## src/rtl/clock_pkg.sv

```systemverilog
// Shared definitions for the clock front-end: key indices, 50 MHz cycle defaults,
// repeat-FSM state encoding and a counter-width helper.
package clock_pkg;

  localparam int unsigned NUM_KEYS      = 4;
  localparam int unsigned KEY_MIN_UNIT  = 0;
  localparam int unsigned KEY_MIN_TEN   = 1;
  localparam int unsigned KEY_HOUR_UNIT = 2;
  localparam int unsigned KEY_HOUR_TEN  = 3;

  localparam int unsigned DB_CYCLES_DEF     = 50_000;
  localparam int unsigned HOLD_CYCLES_DEF   = 25_000_000;
  localparam int unsigned REPEAT_CYCLES_DEF = 10_000_000;

  typedef enum logic [1:0] {
    REP_IDLE   = 2'd0,
    REP_HOLD   = 2'd1,
    REP_REPEAT = 2'd2
  } rep_state_e;

  // Width able to hold 0..n-1, never below one bit.
  function automatic int unsigned cnt_width(input int unsigned n);
    return (n < 2) ? 1 : $clog2(n);
  endfunction

endpackage

```

## src/rtl/key_pulse_gen_if.sv

```systemverilog
// Increment-command interface between the key conditioner (master) and the clock core (slave).
interface key_pulse_gen_if;
  import clock_pkg::*;

  logic [NUM_KEYS-1:0] key_raw;
  logic [NUM_KEYS-1:0] key_level;
  logic [NUM_KEYS-1:0] key_pulse;

  modport master (input key_raw, output key_level, output key_pulse);
  modport slave  (output key_raw, input key_level, input key_pulse);

endinterface

```

## src/rtl/key_channel.sv

```systemverilog
// One button: 2-flop synchroniser, debounce counter, level register and pulse generator.
// KEY_AUTOREPEAT_EN adds the HOLD/REPEAT auto-repeat FSM and its saturating timer.
module key_channel
  import clock_pkg::*;
#(
  parameter int unsigned DB_CYCLES     = DB_CYCLES_DEF,
  parameter int unsigned HOLD_CYCLES   = HOLD_CYCLES_DEF,
  parameter int unsigned REPEAT_CYCLES = REPEAT_CYCLES_DEF
) (
  input  logic clk,
  input  logic reset,
  input  logic key_raw,
  output logic key_level,
  output logic key_pulse
);

  localparam int unsigned DB_W = cnt_width(DB_CYCLES);

  logic            sync1_q, sync2_q;
  logic            level_q, level_d;
  logic            pulse_q, pulse_d;
  logic [DB_W-1:0] db_cnt_q, db_cnt_d;
  logic            rise_c;

  // Debounce: count consecutive disagreeing cycles, toggle on the last one.
  always_comb begin
    db_cnt_d = '0;
    level_d  = level_q;
    if (sync2_q != level_q) begin
      if (db_cnt_q == DB_W'(DB_CYCLES - 1)) begin
        level_d = ~level_q;
      end else begin
        db_cnt_d = db_cnt_q + DB_W'(1);
      end
    end
  end

  assign rise_c = level_d & ~level_q;

`ifdef KEY_AUTOREPEAT_EN
  localparam int unsigned TMR_MAX = (HOLD_CYCLES > REPEAT_CYCLES) ? HOLD_CYCLES : REPEAT_CYCLES;
  localparam int unsigned TMR_W   = cnt_width(TMR_MAX);

  rep_state_e       state_q, state_d;
  logic [TMR_W-1:0] timer_q, timer_d;
  logic [TMR_W-1:0] timer_inc_c;
  logic             rep_pulse_c;

  assign timer_inc_c = (timer_q == {TMR_W{1'b1}}) ? timer_q : timer_q + TMR_W'(1);

  // A fresh press always restarts the hold phase; a released key drops back to idle silently.
  always_comb begin
    state_d     = state_q;
    timer_d     = timer_q;
    rep_pulse_c = 1'b0;
    if (rise_c) begin
      state_d = REP_HOLD;
      timer_d = '0;
    end else begin
      case (state_q)
        REP_IDLE: begin
          timer_d = '0;
        end
        REP_HOLD: begin
          if (!sync2_q || !level_q) begin
            state_d = REP_IDLE;
            timer_d = '0;
          end else if (timer_q == TMR_W'(HOLD_CYCLES - 1)) begin
            state_d     = REP_REPEAT;
            timer_d     = '0;
            rep_pulse_c = 1'b1;
          end else begin
            timer_d = timer_inc_c;
          end
        end
        REP_REPEAT: begin
          if (!sync2_q || !level_q) begin
            state_d = REP_IDLE;
            timer_d = '0;
          end else if (timer_q == TMR_W'(REPEAT_CYCLES - 1)) begin
            timer_d     = '0;
            rep_pulse_c = 1'b1;
          end else begin
            timer_d = timer_inc_c;
          end
        end
        default: begin
          state_d = REP_IDLE;
          timer_d = '0;
        end
      endcase
    end
  end

  assign pulse_d = rise_c | rep_pulse_c;
`else
  logic unused_cfg;

  assign unused_cfg = ^{32'(HOLD_CYCLES), 32'(REPEAT_CYCLES)};
  assign pulse_d    = rise_c;
`endif

  always_ff @(posedge clk) begin
    if (reset) begin
      sync1_q  <= 1'b0;
      sync2_q  <= 1'b0;
      level_q  <= 1'b0;
      pulse_q  <= 1'b0;
      db_cnt_q <= '0;
`ifdef KEY_AUTOREPEAT_EN
      state_q  <= REP_IDLE;
      timer_q  <= '0;
`endif
    end else begin
      sync1_q  <= key_raw;
      sync2_q  <= sync1_q;
      level_q  <= level_d;
      pulse_q  <= pulse_d;
      db_cnt_q <= db_cnt_d;
`ifdef KEY_AUTOREPEAT_EN
      state_q  <= state_d;
      timer_q  <= timer_d;
`endif
    end
  end

  assign key_level = level_q;
  assign key_pulse = pulse_q;

endmodule

```

## src/rtl/key_pulse_gen.sv

```systemverilog
// Time-set button conditioner: four independent key channels feeding the increment interface.
// Auto-repeat is present only when KEY_AUTOREPEAT_EN is defined.
module key_pulse_gen
  import clock_pkg::*;
#(
  parameter int unsigned DB_CYCLES     = DB_CYCLES_DEF,
  parameter int unsigned HOLD_CYCLES   = HOLD_CYCLES_DEF,
  parameter int unsigned REPEAT_CYCLES = REPEAT_CYCLES_DEF
) (
  input  logic            clk,
  input  logic            reset,
  key_pulse_gen_if.master kif
);

  logic [NUM_KEYS-1:0] level_w;
  logic [NUM_KEYS-1:0] pulse_w;

  for (genvar i = 0; i < NUM_KEYS; i++) begin : g_key
    key_channel #(
      .DB_CYCLES    (DB_CYCLES),
      .HOLD_CYCLES  (HOLD_CYCLES),
      .REPEAT_CYCLES(REPEAT_CYCLES)
    ) u_channel (
      .clk      (clk),
      .reset    (reset),
      .key_raw  (kif.key_raw[i]),
      .key_level(level_w[i]),
      .key_pulse(pulse_w[i])
    );
  end

  assign kif.key_level = level_w;
  assign kif.key_pulse = pulse_w;

endmodule

```

## src/flat_wrapper.sv

```systemverilog
// flat-port wrapper written by rule: the top's interface ports become plain ports
module key_pulse_gen_flat import clock_pkg::*;
#(
  parameter int unsigned DB_CYCLES     = DB_CYCLES_DEF,
  parameter int unsigned HOLD_CYCLES   = HOLD_CYCLES_DEF,
  parameter int unsigned REPEAT_CYCLES = REPEAT_CYCLES_DEF
)
  (clk, reset, kif_key_raw, kif_key_level, kif_key_pulse);
  key_pulse_gen_if kif_i ();
  input  logic clk;
  input  logic reset;
  input wire logic [$bits(kif_i.key_raw)-1:0] kif_key_raw;
  output wire logic [$bits(kif_i.key_level)-1:0] kif_key_level;
  output wire logic [$bits(kif_i.key_pulse)-1:0] kif_key_pulse;
  assign kif_i.key_raw = kif_key_raw;
  assign kif_key_level = kif_i.key_level;
  assign kif_key_pulse = kif_i.key_pulse;
  key_pulse_gen #(.DB_CYCLES(DB_CYCLES), .HOLD_CYCLES(HOLD_CYCLES), .REPEAT_CYCLES(REPEAT_CYCLES)) u_core (.clk(clk), .reset(reset), .kif(kif_i));
endmodule
```

## config.mk

```make
export PLATFORM = sky130hd
export DESIGN_NAME = key_pulse_gen_flat
export DESIGN_NICKNAME = d
export VERILOG_FILES = /design/src/rtl/clock_pkg.sv /design/src/rtl/key_pulse_gen_if.sv /design/src/rtl/key_channel.sv /design/src/rtl/key_pulse_gen.sv /design/src/flat_wrapper.sv
export SDC_FILE = /design/constraint.sdc
export NUM_CORES = 1
export LEC_CHECK = 0
export BUFFER_PORTS_ARGS = -buffer_cell sky130_fd_sc_hd__buf_2
export CAP_MARGIN = 5
export CORE_ASPECT_RATIO = 0.7
export CORE_UTILIZATION = 40
export DETAILED_ROUTE_END_ITERATION = 16
export GPL_ROUTABILITY_DRIVEN = 1
export SYNTH_ARGS = -nofsm -noshare
export SYNTH_HDL_FRONTEND = slang
export SYNTH_SLANG_ARGS = --single-unit
```

## constraint.sdc

```tcl
create_clock -name clk -period 1.75 [get_ports clk]
set_input_delay 0.0875 -clock clk [delete_from_list [all_inputs] [get_ports clk]]
set_output_delay 0.0875 -clock clk [all_outputs]
set_load 0.01 [all_outputs]
```

==> results_dict.tcl, run 1 <==
set metrics [dict create \
    worstSetupPathType "reg2reg" \
    drt_first_iter_violations 66 \
    ir_drop_mv 0.553 \
    timing.final.crit_period_ps 1620 \
    ratio_of_cells_with_drive_above_1_in_the_final_layout_pct 11.5 \
    clock_sink_count 80 \
    nNetsFinal 414 \
    dp_hpwl_mm 4.37 \
    grt_use_met3_pct 4.35 \
    powerDensity_nw_per_um2 953 \
    grt-ovfl-total 0 \
    leakage_nw 1.27 \
    globalplace.congestion 0.809 \
    post_synth_main_area_contributors "sky130_fd_sc_hd__dfxtp_1 (47%), sky130_fd_sc_hd__xnor2_1 (12%), sky130_fd_sc_hd__nor2_1 (8.2%)" \
    hp_start "reset" \
    critical-path-top-delay-family "simple AND/OR/NAND/NOR gates" \
    cells_on_worst_hold_path 2 \
    ios 14 \
    crit_path_max_incr_delay_ps 400 \
    rr_startpoint "u_core.g_key[3].u_channel.db_cnt_q[0]$_SDFF_PP0_" \
    synth_largest_area_cell "sky130_fd_sc_hd__dfxtp_1" \
    timing.critical_path.depth 6 \
    finalSetupViolCount 0 \
    clk_pin_slew_worst_paths_ps 60 \
    filler_cell_count 753 \
    cts_max_path_buffers 2 \
    min_path_type "in2reg" \
    power_mw 3.78 \
    first_pass_iters 4 \
    final_common_cell "sky130_fd_sc_hd__dfxtp_1" \
    critical_path_required_ps 1970 \
    outcome "completed" \
    floorplan.initialDensity_pct 42.3 \
    grt_start_max_net_pins 24 \
    cpMaxStageDelayCell "sky130_fd_sc_hd__dfxtp_1" \
    floorplan.die_area_sq_um 8880 \
    worst_skew_pair.late_latency_ps 340 \
    critical_path_arrival_ps 1840 \
    reg2reg_slack_ps 130 \
    cts_buffers 9 \
    global_route.usage.met1_pct 21.4 \
    final.setup.tns_ps 0 \
    maxCapViolCount 0 \
    cts_tree "built" \
    worstReg2RegEnd "u_core.g_key[3].u_channel.db_cnt_q[3]$_SDFF_PP0_" \
    global_route.usage.total_pct 16.0 \
    max_slew_margin_pct 69.1 \
    antenna_cells_inserted 0 \
    antenna_violating_nets_post_route 0 \
    antenna_found_initial 0 \
    startpoint_class_of_the_critical_path "flop" \
    detail_route.drc_violations 0 \
    grt_pass1_vias 2419 \
    clock_tree.root_cell "sky130_fd_sc_hd__clkbuf_16" \
    post-place-ws_ps 110 \
    tightestPinTransition_ps 458 \
    dieWidth_um 112 \
    synth.yosys.warnings 0 \
    timing.final.max_slew_violations 0 \
    numPlacedInstances 489 \
    mappedNetlistArea_sq_um 3400 \
    synthDominantCellAreaShare_pct 47.1 \
    use_met2_pct 24.2 \
    hold_ep "u_core.g_key[0].u_channel.key_level$_SDFF_PP0_" \
    vias_per_cell 5.05 \
    routedWlPerCell_um 12.4 \
    post-route-period-util_pct 92.3 \
    synth-seq-cells 80 \
    fp-row-count 27 \
    syn_to_final_growth_pct 16.5 \
    crit_chain "ha_2 > nand4_1 > nand4b_1 > nand2_1 > buf_4 > nor2_1" \
    grt_pass1_wl_mm 11.2 \
    mostFrequentLayoutCells "sky130_fd_sc_hd__dfxtp_1 (80), sky130_fd_sc_hd__nor2_1 (74), sky130_fd_sc_hd__xnor2_1 (47), sky130_fd_sc_hd__nand2_1 (24), sky130_fd_sc_hd__nand3_1 (20)" \
    die-height_um 79.1 \
    cts_max_level 3 \
    grt_setup_unrepaired "no" \
    final.setup_skew_ps 6.73 \
    syn-mean-instance-area_sq_um 9.04 \
    critical_path.max_fanout 8 \
    achievable-frequency_ghz 0.619 \
    detail_route.wirelength_mm 6.32 \
    synth_fp_nets 386 \
    grt_most_used_layer "met2" \
    final.setup.worst_slack_ps 135 \
    timing.final.hold_violations 0 \
    yosysSeqAreaShare_pct 47.1 \
    reg2reg_depth 6 \
    buffer_ports.inserted 13 \
    final-instance-count-excl-fill 510 \
    synth.distinct_cells 29 \
    wp_buf_inv 1 \
    syn-instance-count 376 \
    placeableCoreArea_sq_um 8040 \
    total_via_count_in_the_routed_design 2575 \
    end_kind "flop" \
]
==> where the power goes <==
part,internal [mW],switching (mW),total (mW)
registers,1.83,0.00770,1.84
logic,0.0242,0.0271,0.0513
clock network,1.14,0.739,1.88
==> state kept, by name, indices dropped and copies added (netlist names) <==
register and count:
u_core.g_key.u_channel.db_cnt_q 64, u_core.g_key.u_channel.key_level 4, u_core.g_key.u_channel.key_pulse 4, u_core.g_key.u_channel.sync1_q 4, u_core.g_key.u_channel.sync2_q 4
==> stage by stage <==
step	cell area, sq um	util, %	hold slack (ps)
CTS	3950	49.1	177
finish	3960	49.3	176
detailed placement	3600	44.8	304
global route	3960	49.3	205
global placement	3600	44.8	299
floorplan	3400	-	216
==> worst max path at each step <==
stage	start	endpoint	slack, ps
6_report	u_core.g_key[3].u_channel.db_cnt_q[0]$_SDFF_PP0_	u_core.g_key[3].u_channel.db_cnt_q[3]$_SDFF_PP0_	130
4_1_cts	u_core.g_key[3].u_channel.db_cnt_q[0]$_SDFF_PP0_	u_core.g_key[3].u_channel.db_cnt_q[3]$_SDFF_PP0_	110
5_1_grt	u_core.g_key[1].u_channel.db_cnt_q[0]$_SDFF_PP0_	u_core.g_key[1].u_channel.db_cnt_q[14]$_SDFF_PP0_	0.8
3_5_place_dp	u_core.g_key[3].u_channel.db_cnt_q[0]$_SDFF_PP0_	u_core.g_key[3].u_channel.db_cnt_q[9]$_SDFF_PP0_	110
2_1_floorplan	u_core.g_key[3].u_channel.db_cnt_q[0]$_SDFF_PP0_	u_core.g_key[3].u_channel.db_cnt_q[10]$_SDFF_PP0_	210
3_3_place_gp	u_core.g_key[3].u_channel.db_cnt_q[0]$_SDFF_PP0_	u_core.g_key[3].u_channel.key_pulse$_SDFF_PP0_	180
==> synth_stat cells <==
master and instances:
sky130_fd_sc_hd__a21oi_1 2, sky130_fd_sc_hd__and3_1 6, sky130_fd_sc_hd__and4_1 4, sky130_fd_sc_hd__and4b_1 2, sky130_fd_sc_hd__buf_2 5, sky130_fd_sc_hd__buf_4 8
sky130_fd_sc_hd__clkbuf_1 2, sky130_fd_sc_hd__dfxtp_1 80, sky130_fd_sc_hd__ha_1 4, sky130_fd_sc_hd__inv_1 7, sky130_fd_sc_hd__mux2i_1 4, sky130_fd_sc_hd__nand2_1 24
sky130_fd_sc_hd__nand3_1 20, sky130_fd_sc_hd__nand4_1 15, sky130_fd_sc_hd__nand4_2 1, sky130_fd_sc_hd__nand4b_1 2, sky130_fd_sc_hd__nor2_1 74, sky130_fd_sc_hd__nor2b_1 8
sky130_fd_sc_hd__nor3_1 16, sky130_fd_sc_hd__nor3b_1 1, sky130_fd_sc_hd__nor4_1 15, sky130_fd_sc_hd__nor4b_1 8, sky130_fd_sc_hd__nor4bb_1 4, sky130_fd_sc_hd__o31ai_1 2
sky130_fd_sc_hd__or2_1 1, sky130_fd_sc_hd__or2_4 1, sky130_fd_sc_hd__or4_1 2, sky130_fd_sc_hd__xnor2_1 47, sky130_fd_sc_hd__xor2_1 11
==> routing by layer <==
layer  share of wire (%)  wire [um]
met5                   0          0
met2                  42       2630
met4                 1.5         96
met3                 3.4        218
met1                  53       3370
==> final cells by class <==
| cell class | instances | area (sq um) | share of cell area [%] |
|---|---|---|---|
| clock buffer | 10 | 239 | 6.03 |
| inverter | 7 | 26.3 | 0.663 |
| clock inverter | 6 | 68.8 | 1.74 |
| tap | 101 | 126 | 3.19 |
| sequential | 80 | 1600 | 40.4 |
| multi-input combinational | 274 | 1680 | 42.5 |
| timing repair buffer | 32 | 218 | 5.50 |
==> cells by family (layout without fill, tap and decap cells) <==
family | after synthesis | in the layout | synth area share [%]
buffers and inverters | 22 | 55 | 3.50
DFF | 80 | 80 | 47.1
muxes | 4 | 4 | 1.18
xor gates and xnor gates | 58 | 58 | 14.9
AOI/OAI and AO/OA | 4 | 4 | 0.736
and+or+nand+nor | 204 | 204 | 31.1
adders and majority gates | 4 | 4 | 1.47
==> timing repair <==
action | 4_1_cts | 5_1_grt
resized for setup | 0 | 1
setup buffers | 0 | 1
endpoints found under the hold margin | 4 | 0
endpoints found under the setup margin | 0 | 14
hold buffers | 4 | 0
No activity file was read; power rests on OpenSTA's default activity.
==> run 2, diff against run 1 <==
==> constraint.sdc (replaced) <==
create_clock -name clk -period 1.75 [get_ports clk]
set_input_delay 0.2625 -clock clk [delete_from_list [all_inputs] [get_ports clk]]
set_output_delay 0.2625 -clock clk [all_outputs]
set_load 0.01 [all_outputs]
==> results_dict.tcl, run 2 (synthesis results as in run 1) <==
set metrics [dict create \
    critical_path_arrival_ps 1860 \
    largest_register "u_core.g_key.u_channel.db_cnt_q" \
    worstSetupPathType "reg2reg" \
    rr_startpoint "u_core.g_key[3].u_channel.db_cnt_q[3]$_SDFF_PP0_" \
    worst_skew_pair.late_latency_ps 340 \
    outcome "completed" \
    startpoint_class_of_the_critical_path "flop" \
    clk_pin_slew_worst_paths_ps 60 \
    max_slew_margin_pct 73.1 \
    finalSetupViolCount 0 \
    maxCapViolCount 0 \
    antenna_found_initial 0 \
    ratio_of_cells_with_drive_above_1_in_the_final_layout_pct 11.9 \
    min_path_type "in2reg" \
    postCtsHoldBufs 0 \
    grt_pass1_vias 2375 \
    floorplan.initialDensity_pct 42.3 \
    buffer_ports.inserted 13 \
    grt_start_max_net_pins 16 \
    nNetsFinal 410 \
    routedWlPerCell_um 12.8 \
    largest_register_ff_count 64 \
    power_mw 3.68 \
    globalplace.congestion 0.811 \
    die-height_um 79.1 \
    timing.final.max_slew_violations 0 \
    critical_path_required_ps 2010 \
    dp_hpwl_mm 4.60 \
    ios 14 \
    clock_sink_count 80 \
    timing.final.hold_violations 0 \
    fp-row-count 27 \
    p_clk_share_pct 48.7 \
    hp_start "kif_key_raw[0]" \
    grt_pass1_wl_mm 11.3 \
    final.setup_skew_ps 7.51 \
    syn_to_final_growth_pct 15.8 \
    detail_route.drc_violations 0 \
    total_via_count_in_the_routed_design 2587 \
    mostFrequentLayoutCells "sky130_fd_sc_hd__dfxtp_1 (80), sky130_fd_sc_hd__nor2_1 (74), sky130_fd_sc_hd__xnor2_1 (47), sky130_fd_sc_hd__nand2_1 (24), sky130_fd_sc_hd__nand3_1 (20)" \
    cts_tree "built" \
    placeableCoreArea_sq_um 8040 \
    post-route-period-util_pct 91.1 \
    sequentialPowerShare_pct 50.0 \
    cts_max_level 3 \
    power_frac_comb_pct 1.3 \
    achievable-frequency_ghz 0.627 \
    leakage_nw 1.26 \
    cts_buffers 9 \
    dieWidth_um 112 \
    floorplan.die_area_sq_um 8880 \
    grt_setup_unrepaired "no" \
    vias_per_cell 5.11 \
    global_route.usage.total_pct 16.3 \
    detail_route.wirelength_mm 6.49 \
    power.switching_uw 812 \
    clock_tree.root_cell "sky130_fd_sc_hd__clkbuf_16" \
    critical_path.max_fanout 4 \
    grt-ovfl-total 0 \
    end_kind "flop" \
    ir_drop_mv 0.548 \
    first_pass_iters 4 \
    switching_share_pct 22.1 \
    cts_max_path_buffers 2 \
    crit_path_start "u_core.g_key[3].u_channel.db_cnt_q[3]$_SDFF_PP0_" \
    powerDensity_nw_per_um2 935 \
    antenna_cells_inserted 0 \
    tightestPinTransition_ps 398 \
    final_common_cell "sky130_fd_sc_hd__dfxtp_1" \
    final.setup.tns_ps 0 \
    power_report.internal_total_mw 2.87 \
    antenna_violating_nets_post_route 0 \
    post-route-util_pct 49.0 \
    drt_first_iter_violations 138 \
    timing.final.crit_period_ps 1590 \
]
[run 2: cell types whose count changed in the layout (fill, tap and decap cells not counted), sizes merged]
cell / before / now
bufinv: 1 / 0
clkinvlp: 4 / 2
dlygate4sd3: 4 / 0
inv: 7 / 10
[run 2: path summary, 6_finish.rpt]
kind                                                        to  slack [ps]  cells after the start
max          u_core.g_key[3].u_channel.db_cnt_q[15]$_SDFF_PP0_         160                      4
min               u_core.g_key[0].u_channel.sync1_q$_SDFF_PP0_         130                      2
min reg2reg       u_core.g_key[3].u_channel.sync2_q$_SDFF_PP0_         440                      1
max reg2reg  u_core.g_key[3].u_channel.db_cnt_q[15]$_SDFF_PP0_         160                      4
[run 2: cell type report]
type | instances | area (sq um)
multi-input combinational | 274 | 1690
sequential | 80 | 1600
timing repair buffer | 28 | 203
tap | 101 | 126
inverter | 7 | 26.3
fill | 794 | 4100
clock inverter | 6 | 50.0
clock buffer | 10 | 239
[run 2: power by group through the flow]
stage               combinational, mW  clock, mW  sequential (mW)
floorplan                      0.0278          0             1.88
global placement               0.0490          0             1.88
detailed placement             0.0495          0             1.88
CTS                            0.0495       1.86             1.84
global route                   0.0547       1.93             1.84
finish                         0.0485       1.79             1.84
[run 2: layer usage]
layer | track usage, % | vias up | share of wire (%)
met4 | 6.27 | 0 | 1.4
met1 | 22.9 | 1206 | 55
li1 | - | 1330 | -
met5 | 0 | - | 0
met2 | 22.5 | 43 | 39
met3 | 6.03 | 8 | 4.6
[run 2: timing repair]
| item | CTS | global route |
|---|---|---|
| buffers inserted | 0 | 3 |
| gates resized for setup | 0 | 2 |
| endpoints found under the setup margin | 0 | 24 |
[run 2: per-stage QoR]
| step | worst slack (ps) | hold WS [ps] | cells | cell area [sq um] |
|---|---|---|---|---|
| 4_1_cts | 52.1 | 113 | 503 | 3900 |
| 6_report | 155 | 127 | 506 | 3940 |
| 5_1_grt | 1.37 | 141 | 506 | 3940 |
| 3_5_place_dp | 68.6 | 427 | 487 | 3610 |
| 2_1_floorplan | 212 | 391 | 376 | 3400 |
| 3_3_place_gp | 159 | 423 | 487 | 3610 |
[run 2: critical path: stages (launching register included)]
cell and delay [ps]:
sky130_fd_sc_hd__dfxtp_1 410, sky130_fd_sc_hd__nand4_2 140, sky130_fd_sc_hd__or2_4 290, sky130_fd_sc_hd__or4_1 510, sky130_fd_sc_hd__a21oi_1 160
==> run 3, diff against run 2 <==
- RECOVER_POWER: unset -> 50
==> results_dict.tcl, run 3 (synthesis results as in run 1) <==
set metrics [dict create \
    worst_skew_pair.late_latency_ps 340 \
    clock_sink_count 80 \
    final.setup_skew_ps 8.19 \
    grt_setup_unrepaired "no" \
    crit_path_start "u_core.g_key[3].u_channel.db_cnt_q[0]$_SDFF_PP0_" \
    cts_buffers 9 \
    numPlacedInstances 487 \
    grt_start_max_net_pins 16 \
    startpoint_class_of_the_critical_path "flop" \
    leakage_nw 1.21 \
    clock_tree.root_cell "sky130_fd_sc_hd__clkbuf_16" \
    mostFrequentLayoutCells "sky130_fd_sc_hd__dfxtp_1 (80), sky130_fd_sc_hd__nor2_1 (74), sky130_fd_sc_hd__xnor2_1 (47), sky130_fd_sc_hd__nand2_1 (24), sky130_fd_sc_hd__nand3_1 (20)" \
    clk_pin_slew_worst_paths_ps 60 \
    achievable-frequency_ghz 0.612 \
    final-instance-count-excl-fill 506 \
    ir_drop_mv 0.548 \
    finish.instance_area_sq_um 3900 \
    ratio_of_cells_with_drive_above_1_in_the_final_layout_pct 9.14 \
    globalplace.congestion 0.811 \
    timing.final.max_slew_violations 0 \
    fp-row-count 27 \
    detail_route.wirelength_mm 6.45 \
    post-place-ws_ps 68.6 \
    rr_startpoint "u_core.g_key[3].u_channel.db_cnt_q[0]$_SDFF_PP0_" \
    critical_path_arrival_ps 1840 \
    routedWlPerCell_um 12.7 \
    largest_register_ff_count 64 \
    max_slew_margin_pct 59.9 \
    placeableCoreArea_sq_um 8040 \
    buffer_ports.inserted 13 \
    grt-ovfl-total 0 \
    holdWs_ps 127 \
    vias_per_cell 5.09 \
    floorplan.die_area_sq_um 8880 \
    sequential_cell_area_sq_um 1600 \
    worstReg2RegEnd "u_core.g_key[3].u_channel.db_cnt_q[15]$_SDFF_PP0_" \
    timing.final.hold_violations 0 \
    largest_register "u_core.g_key.u_channel.db_cnt_q" \
    finalSetupViolCount 0 \
    nNetsFinal 410 \
    syn_to_final_growth_pct 14.8 \
    outcome "completed" \
    ios 14 \
    cells_on_worst_hold_path 2 \
    cts_max_path_buffers 2 \
    drt_first_iter_violations 138 \
    dp_hpwl_mm 4.60 \
    placed_area_sq_um 3610 \
    antenna_cells_inserted 0 \
    critical_path.max_fanout 14 \
    first_pass_iters 4 \
    grt_pass1_vias 2375 \
    critical_path_required_ps 1960 \
    final_common_cell "sky130_fd_sc_hd__dfxtp_1" \
    reg2reg_slack_ps 120 \
    tightestPinTransition_ps 602 \
    floorplan.initialDensity_pct 42.3 \
    hp_start "kif_key_raw[0]" \
    hold_ep "u_core.g_key[0].u_channel.sync1_q$_SDFF_PP0_" \
    antenna_found_initial 0 \
    final.setup.tns_ps 0 \
    global_route.usage.total_pct 16.3 \
    final.setup.worst_slack_ps 117 \
    antenna_violating_nets_post_route 0 \
    post-route-util_pct 48.5 \
    multiInputGateArea_sq_um 1690 \
    post-route-period-util_pct 93.3 \
    dieWidth_um 112 \
    worstSetupPathType "reg2reg" \
    end_kind "flop" \
    maxCapViolCount 0 \
    filler_cell_count 801 \
    cts_tree "built" \
    cts_max_level 3 \
    min_path_type "in2reg" \
    reg2reg_depth 7 \
    grt_pass1_wl_mm 11.3 \
    die-height_um 79.1 \
    detail_route.drc_violations 0 \
    power_mw 3.68 \
    powerDensity_nw_per_um2 942 \
    total_via_count_in_the_routed_design 2574 \
    timing.final.crit_period_ps 1630 \
]
run 3: area by class of cell:
type / instances / area share (%)
clock inverters: 6 / 1.28
clock buffers: 10 / 6.13
inverters: 7 / 0.674
multi-input cells: 274 / 43.4
repair buffers: 28 / 4.27
flip-flops and latches: 80 / 41.1
well taps: 101 / 3.24
run 3: routing by layer:
metal,part of all wire (%),vias up,routed length (um),GRT usage [%]
met4,1.1,0,74,6.27
met2,39,39,2530,22.5
met3,4.9,7,316,6.03
met1,55,1196,3530,22.9
met5,0,-,0,0
li1,-,1332,-,-
run 3: power by group:
| part | total, mW | internal (mW) | switching (mW) |
|---|---|---|---|
| logic | 0.0443 | 0.0184 | 0.0259 |
| registers | 1.84 | 1.83 | 0.00795 |
| clock network | 1.79 | 1.02 | 0.776 |
| total | 3.68 | 2.87 | 0.810 |
run 3: how the worst max path moves through the flow:
stage,slack [ps],to,depth (start not counted)
final,120,u_core.g_key[3].u_channel.db_cnt_q[15]$_SDFF_PP0_,7
after CTS,50,u_core.g_key[3].u_channel.db_cnt_q[15]$_SDFF_PP0_,6
after global routing,0.4,u_core.g_key[3].u_channel.key_pulse$_SDFF_PP0_,6
after global placement,160,u_core.g_key[3].u_channel.db_cnt_q[15]$_SDFF_PP0_,6
after floorplan,210,u_core.g_key[3].u_channel.db_cnt_q[10]$_SDFF_PP0_,6
after detailed placement,70,u_core.g_key[3].u_channel.db_cnt_q[15]$_SDFF_PP0_,6
run 3: repair_timing:
action                     in CTS  in global routing
buffers inserted                0                  3
setup endpoints to repair       0                 24
hold buffers                    0                  0
resized for setup               0                  2
run 3: worst max-delay path: stages, from the launching register on:
cell and delay [ps]:
sky130_fd_sc_hd__dfxtp_1 390, sky130_fd_sc_hd__ha_1 220, sky130_fd_sc_hd__nand4_1 100, sky130_fd_sc_hd__buf_4 170, sky130_fd_sc_hd__nand4b_1 210, sky130_fd_sc_hd__nand2_1 110, sky130_fd_sc_hd__clkbuf_4 240, sky130_fd_sc_hd__a21oi_1 60
